## src/rtl/des_key_schedule.sv

```systemverilog
// DES/3DES key-schedule engine: latches one or three 64-bit keys, applies PC-1
// once per key stage and streams the 16 PC-2 round subkeys per stage over a
// valid/ready handshake, in encrypt (K1..K16) or decrypt (K16..K1) order.
// Optional feature macro: DES_KEY_PARITY_CHECK_EN (odd-parity key check at start).
module des_key_schedule #(
    parameter int unsigned NKEYS = 1
) (
    input  logic                  clk,
    input  logic                  rst_n,
    input  logic [64*NKEYS-1:0]   key_i,
    input  logic                  mode_i,
    input  logic                  start_i,
    output logic                  busy_o,
    output logic [47:0]           subkey_o,
    output logic                  subkey_valid_o,
    input  logic                  subkey_ready_i,
    output logic [3:0]            round_o,
    output logic [1:0]            key_idx_o,
    output logic                  stage_dec_o,
    output logic                  last_o,
    output logic                  done_o,
    output logic                  err_o
);

    localparam int unsigned KeyW      = 64 * NKEYS;
    localparam logic [1:0]  LastStage = 2'(NKEYS - 1);

    // FIPS 46-3 PC-1: output bit i (1 = MSB) takes key bit Pc1Tab[i-1].
    localparam int unsigned Pc1Tab [56] = '{
        57, 49, 41, 33, 25, 17,  9,
         1, 58, 50, 42, 34, 26, 18,
        10,  2, 59, 51, 43, 35, 27,
        19, 11,  3, 60, 52, 44, 36,
        63, 55, 47, 39, 31, 23, 15,
         7, 62, 54, 46, 38, 30, 22,
        14,  6, 61, 53, 45, 37, 29,
        21, 13,  5, 28, 20, 12,  4
    };

    // FIPS 46-3 PC-2 over the 56-bit C||D value.
    localparam int unsigned Pc2Tab [48] = '{
        14, 17, 11, 24,  1,  5,
         3, 28, 15,  6, 21, 10,
        23, 19, 12,  4, 26,  8,
        16,  7, 27, 20, 13,  2,
        41, 52, 31, 37, 47, 55,
        30, 40, 51, 45, 33, 48,
        44, 49, 39, 56, 34, 53,
        46, 42, 50, 36, 29, 32
    };

    typedef enum logic [1:0] {
        StIdle,
        StRun,
        StDone
    } state_e;

    function automatic logic [55:0] pc1(input logic [63:0] k);
        logic [55:0] o;
        o = '0;
        for (int i = 0; i < 56; i++) begin
            o[55-i] = k[64-Pc1Tab[i]];
        end
        return o;
    endfunction

    function automatic logic [47:0] pc2(input logic [55:0] cd);
        logic [47:0] o;
        o = '0;
        for (int i = 0; i < 48; i++) begin
            o[47-i] = cd[56-Pc2Tab[i]];
        end
        return o;
    endfunction

    function automatic logic [27:0] rotl28(input logic [27:0] x, input logic two);
        return two ? {x[25:0], x[27:26]} : {x[26:0], x[27]};
    endfunction

    function automatic logic [27:0] rotr28(input logic [27:0] x, input logic two);
        return two ? {x[1:0], x[27:2]} : {x[0], x[27:1]};
    endfunction

    // Stage direction: single DES follows the mode; 3DES flips the middle stage.
    function automatic logic stage_dir(input logic [1:0] s, input logic m);
        return m ^ (s == 2'd1);
    endfunction

    // Key used by stage s: K1,K2,K3 when encrypting, K3,K2,K1 when decrypting.
    function automatic logic [63:0] stage_key(input logic [KeyW-1:0] keys,
                                              input logic [1:0] s, input logic m);
        logic [1:0]      kn;
        logic [KeyW-1:0] sh;
        kn = m ? (LastStage - s) : s;
        sh = keys << {kn, 6'd0};
        return sh[KeyW-1 -: 64];
    endfunction

    // C/D for round 0 of a stage: encrypt pre-rotates by 1, decrypt starts
    // unrotated because the total rotation over 16 rounds is a full 28 bits.
    function automatic logic [55:0] stage_load(input logic [KeyW-1:0] keys,
                                               input logic [1:0] s, input logic m);
        logic [55:0] cd;
        cd = pc1(stage_key(keys, s, m));
        if (!stage_dir(s, m)) begin
            cd = {rotl28(cd[55:28], 1'b0), rotl28(cd[27:0], 1'b0)};
        end
        return cd;
    endfunction

    // Rotation before round n (1..15). The single-bit rounds are 1, 8 and 15 in
    // both directions, since the decrypt shift list is the encrypt list reversed.
    function automatic logic [55:0] step(input logic [55:0] cd, input logic dec,
                                         input logic [3:0] n);
        logic two;
        two = !((n == 4'd1) || (n == 4'd8) || (n == 4'd15));
        if (dec) begin
            return {rotr28(cd[55:28], two), rotr28(cd[27:0], two)};
        end
        return {rotl28(cd[55:28], two), rotl28(cd[27:0], two)};
    endfunction

`ifdef DES_KEY_PARITY_CHECK_EN
    function automatic logic keys_odd_parity(input logic [KeyW-1:0] keys);
        logic ok;
        ok = 1'b1;
        for (int unsigned i = 0; i < 8 * NKEYS; i++) begin
            if (!(^keys[8*i +: 8])) begin
                ok = 1'b0;
            end
        end
        return ok;
    endfunction
`endif

    state_e          state_q, state_d;
    logic [KeyW-1:0] key_q, key_d;
    logic            mode_q, mode_d;
    logic [55:0]     cd_q, cd_d;
    logic [3:0]      round_q, round_d;
    logic [1:0]      stage_q, stage_d;
    logic            dec_q, dec_d;
    logic            start_ok;
    logic [3:0]      round_nxt;
    logic [1:0]      stage_nxt;
`ifdef DES_KEY_PARITY_CHECK_EN
    logic            err_q, err_d;
`endif

    assign round_nxt = round_q + 4'd1;
    assign stage_nxt = stage_q + 2'd1;

`ifdef DES_KEY_PARITY_CHECK_EN
    assign start_ok = keys_odd_parity(key_i);
`else
    assign start_ok = 1'b1;
`endif

    // Next-state logic: start/latch, per-handshake C/D advance, stage hand-off.
    always_comb begin
        state_d = state_q;
        key_d   = key_q;
        mode_d  = mode_q;
        cd_d    = cd_q;
        round_d = round_q;
        stage_d = stage_q;
        dec_d   = dec_q;
`ifdef DES_KEY_PARITY_CHECK_EN
        err_d   = 1'b0;
`endif
        unique case (state_q)
            StIdle: begin
                if (start_i) begin
                    if (start_ok) begin
                        state_d = StRun;
                        key_d   = key_i;
                        mode_d  = mode_i;
                        cd_d    = stage_load(key_i, 2'd0, mode_i);
                        round_d = 4'd0;
                        stage_d = 2'd0;
                        dec_d   = stage_dir(2'd0, mode_i);
                    end else begin
`ifdef DES_KEY_PARITY_CHECK_EN
                        err_d = 1'b1;
`endif
                    end
                end
            end
            StRun: begin
                if (subkey_ready_i) begin
                    if (round_q == 4'd15) begin
                        if (stage_q == LastStage) begin
                            // Clear the datapath so idle outputs read as zero.
                            state_d = StDone;
                            cd_d    = '0;
                            round_d = 4'd0;
                            stage_d = 2'd0;
                            dec_d   = 1'b0;
                        end else begin
                            // Next stage starts immediately: no bubble.
                            stage_d = stage_nxt;
                            round_d = 4'd0;
                            cd_d    = stage_load(key_q, stage_nxt, mode_q);
                            dec_d   = stage_dir(stage_nxt, mode_q);
                        end
                    end else begin
                        round_d = round_nxt;
                        cd_d    = step(cd_q, dec_q, round_nxt);
                    end
                end
            end
            StDone: begin
                state_d = StIdle;
            end
            default: begin
                state_d = StIdle;
            end
        endcase
    end

    // State registers with synchronous active-low reset.
    always_ff @(posedge clk) begin
        if (!rst_n) begin
            state_q <= StIdle;
            key_q   <= '0;
            mode_q  <= 1'b0;
            cd_q    <= '0;
            round_q <= 4'd0;
            stage_q <= 2'd0;
            dec_q   <= 1'b0;
`ifdef DES_KEY_PARITY_CHECK_EN
            err_q   <= 1'b0;
`endif
        end else begin
            state_q <= state_d;
            key_q   <= key_d;
            mode_q  <= mode_d;
            cd_q    <= cd_d;
            round_q <= round_d;
            stage_q <= stage_d;
            dec_q   <= dec_d;
`ifdef DES_KEY_PARITY_CHECK_EN
            err_q   <= err_d;
`endif
        end
    end

    assign busy_o         = (state_q != StIdle);
    assign subkey_valid_o = (state_q == StRun);
    assign subkey_o       = pc2(cd_q);
    assign round_o        = round_q;
    assign key_idx_o      = stage_q;
    assign stage_dec_o    = dec_q;
    assign last_o         = subkey_valid_o && (round_q == 4'd15) && (stage_q == LastStage);
    assign done_o         = (state_q == StDone);
`ifdef DES_KEY_PARITY_CHECK_EN
    assign err_o          = err_q;
`else
    assign err_o          = 1'b0;
`endif

endmodule
```

## config.mk

```make
export PLATFORM = sky130hd
export DESIGN_NAME = des_key_schedule
export DESIGN_NICKNAME = d
export VERILOG_FILES = /design/src/rtl/des_key_schedule.sv
export SDC_FILE = /design/constraint.sdc
export NUM_CORES = 1
export LEC_CHECK = 0
export ABC_AREA = 1
export CAP_MARGIN = 20
export CORE_MARGIN = 2
export CORE_UTILIZATION = 40
export CTS_CLUSTER_SIZE = 14
export DETAILED_ROUTE_END_ITERATION = 10
export PLACE_DENSITY = 0.66
export SYNTH_ARGS = -nofsm -noshare
export SYNTH_HDL_FRONTEND = slang
export SYNTH_SLANG_ARGS = --single-unit
```

## constraint.sdc

```tcl
create_clock -name clk -period 4.1 [get_ports clk]
set_input_delay 0.615 -clock clk [delete_from_list [all_inputs] [get_ports clk]]
set_output_delay 0.615 -clock clk [all_outputs]
set_load 0.01 [all_outputs]
```

==> impl_metrics.env <==
export IMPL_path_clk_slew_ns=0.05
export IMPL_wl_um=26500
export IMPL_cellLeakagePower_nw=3.70
export IMPL_stdcell_area_mm2=0.00951
export IMPL_dpl_cell_area_mm2=0.00898
export IMPL_cts_max_level=4
export IMPL_pin_count=129
export IMPL_worst_slew_pin_slew_ns=1.02
export IMPL_power_per_cell_area_mw_per_mm2=394
export IMPL_die_h_um=146
export IMPL_max_cap_violations=0
export IMPL_required_ns=3.48
export IMPL_cts_buffers=17
export IMPL_path_max_fanout=8
export IMPL_path_buf_inv=1
export IMPL_grt_pass1_wl_um=42500
export IMPL_criticalPathCategory="reg -> out"
export IMPL_drive_above_1_share=0.0492
export IMPL_mostFrequentLayoutCells="o21ai_0 (262), nand2_1 (235), nand3_1 (180)"
export IMPL_grtUsageTotal=0.243
export IMPL_rsz0062_at_grt="false"
export IMPL_dieArea_mm2=0.0213
export IMPL_grt_overflow_total=0
export IMPL_clock_latency_ns=0.42
export IMPL_hp_class="reg -> reg"
export IMPL_netlist_area_mm2=0.00807
export IMPL_finClkSkew_ns=0.00421
export IMPL_slew_headroom=0.322
export IMPL_post_place_cells=1555
export IMPL_ys_seq_area_frac=0.303
export IMPL_utilization=0.484
export IMPL_synth_seq_cells=122
export IMPL_synth_nets=1375
export IMPL_cts_sinks=122
export IMPL_min_period_ns=2.87
export IMPL_cts_resized=0
export IMPL_avgSynthCellArea_um2=6.21
export IMPL_layout_nets=1384
export IMPL_max_stage_delay_ns=0.54
export IMPL_ys_warn_count=0
export IMPL_cts_root_buf="clkbuf_16"
export IMPL_cp_arrival_ns=2.26
export IMPL_drt_iter0_markers=1312
export IMPL_wl_per_cell_um=16.7
export IMPL_cp_start_kind="flop"
export IMPL_final_antenna_net_count=0
export IMPL_cp_top_family="simple AND/OR/NAND/NOR gates"
export IMPL_antenna_found_initial=1
export IMPL_route_detailed_drc=0
export IMPL_dp_hpwl_um=17600
export IMPL_yosysUniqueCellTypes=26
export IMPL_status="completed"
export IMPL_vias=9152
export IMPL_grt_max_degree=61
export IMPL_worstSetupEndpointType="output port"
export IMPL_grt_pass1_vias=8023
export IMPL_layout_commonest_cell="o21ai_0"
export IMPL_dp_slack_ns=1.29
export IMPL_core_area_mm2=0.0197
export IMPL_slew_violations=0
export IMPL_syn_inst=1300
export IMPL_setup_viol=0
export IMPL_firstDrtPassIters=6
export IMPL_drt_vias_per_instance=5.77
export IMPL_start_util=0.411
export IMPL_cp_cell_sequence="ha_1 > nand2_1 > nor2_1 > nand2_1 > nor2_1 > clkdlybuf4s50_1"
export IMPL_die_w_um=146
export IMPL_hold_violations=0
export IMPL_portBuffers=119
export IMPL_final_cells=1585
export IMPL_diodes=0
export IMPL_clockBufferDepth=2
export IMPL_areaGrowthSynthToFinish_pct=17.8
export IMPL_place_congestion=0.876
export IMPL_ir_worst_vdd_mv=0.287
export IMPL_cts_tree="built"
export IMPL_setup_tns_ns=0
export IMPL_cts_setup_buffers=0
export IMPL_core_rowCount=51
export IMPL_min_period_over_period=0.701
export IMPL_hold_buffers=0
export IMPL_worst_slack_ns=1.23
export IMPL_clock_fmax_mhz=348
export IMPL_cp_slowest_cell="clkdlybuf4s50_1"
-- routing by layer --
metal	wire, um	share of wire	track usage
met1	12600	0.47	0.374
met2	11100	0.42	0.340
met3	2590	0.097	0.0544
met4	302	0.011	0.0602
met5	13	0.00049	0
-- power breakdown --
part | switching [W] | internal, W
Combinational | 0.000596 | 0.000384
Sequential | 0.0000906 | 0.00130
Clock | 0.000527 | 0.000844
-- synth_stat cells --
| cell | count | area [um^2] |
|---|---|---|
| o21ai_0 | 262 | 1310 |
| nand2_1 | 235 | 882 |
| nand3_1 | 180 | 901 |
| dfxtp_1 | 122 | 2440 |
| a21oi_1 | 108 | 541 |
| nor2_1 | 100 | 375 |
| clkbuf_1 | 74 | 278 |
| inv_1 | 55 | 206 |
| buf_4 | 54 | 405 |
| a31oi_1 | 44 | 275 |
| buf_2 | 14 | 70.1 |
| a311oi_1 | 12 | 105 |
| buf_1 | 10 | 37.5 |
| ha_1 | 6 | 75.1 |
| buf_6 | 5 | 56.3 |
| inv_2 | 3 | 11.3 |
| nand2_2 | 3 | 18.8 |
| nor2_2 | 3 | 18.8 |
| clkinv_1 | 2 | 7.51 |
| nand4_1 | 2 | 12.5 |
| a211oi_1 | 1 | 7.51 |
| conb_1 | 1 | 3.75 |
| nor2_4 | 1 | 11.3 |
| nor4_1 | 1 | 6.26 |
| o211ai_1 | 1 | 7.51 |
| o21ai_1 | 1 | 5.00 |
-- cell families after synthesis --
kind of cell / count (synthesis) / share of synthesized area
fa+ha+maj: 6 / 0.00930
buf+inv: 217 / 0.133
compound gates: 429 / 0.279
simple gates: 525 / 0.276
flops: 122 / 0.303
other cells: 1 / 0.000465
-- metrics by stage --
stage	power, W	hold slack (ns)
3_3_place_gp	0.00237	0.455
4_1_cts	0.00375	0.468
6_report	0.00374	0.466
5_1_grt	0.00394	0.497
3_5_place_dp	0.00238	0.461
2_1_floorplan	0.00207	0.440
-- tightest hold or removal path, cell delays in order (launching register included) --
cell	delay, ns
dfxtp_1	0.29
inv_1	0.07
a21oi_1	0.06
-- final timing paths --
kind | start | end | depth (start not counted) | slack [ns]
hold / removal | key_q[26] | key_q[26] | 2 | 0.47
setup / recovery | round_o[1] | last_o | 6 | 1.23
hold reg to reg | key_q[26] | key_q[26] | 2 | 0.47
setup reg to reg | key_idx_o[0] | cd_q[33] | 9 | 1.26
-- cell type report --
class | count | area, um^2
clock inverters | 2 | 10.0
well taps | 265 | 332
flip-flops and latches | 122 | 2440
clock buffers | 28 | 517
fillers | 2139 | 10100
repair buffers | 147 | 1420
multi-input cells | 961 | 4560
inverters | 60 | 225
-- state kept, by name, indices dropped and copies added, names as in the netlist --
name	count
round_o	4
mode_q	1
key_idx_o	2
cd_q	56
stage_dec_o	1
key_q	56
state_q	2
Note: power is estimated with default switching activity, not from simulation.
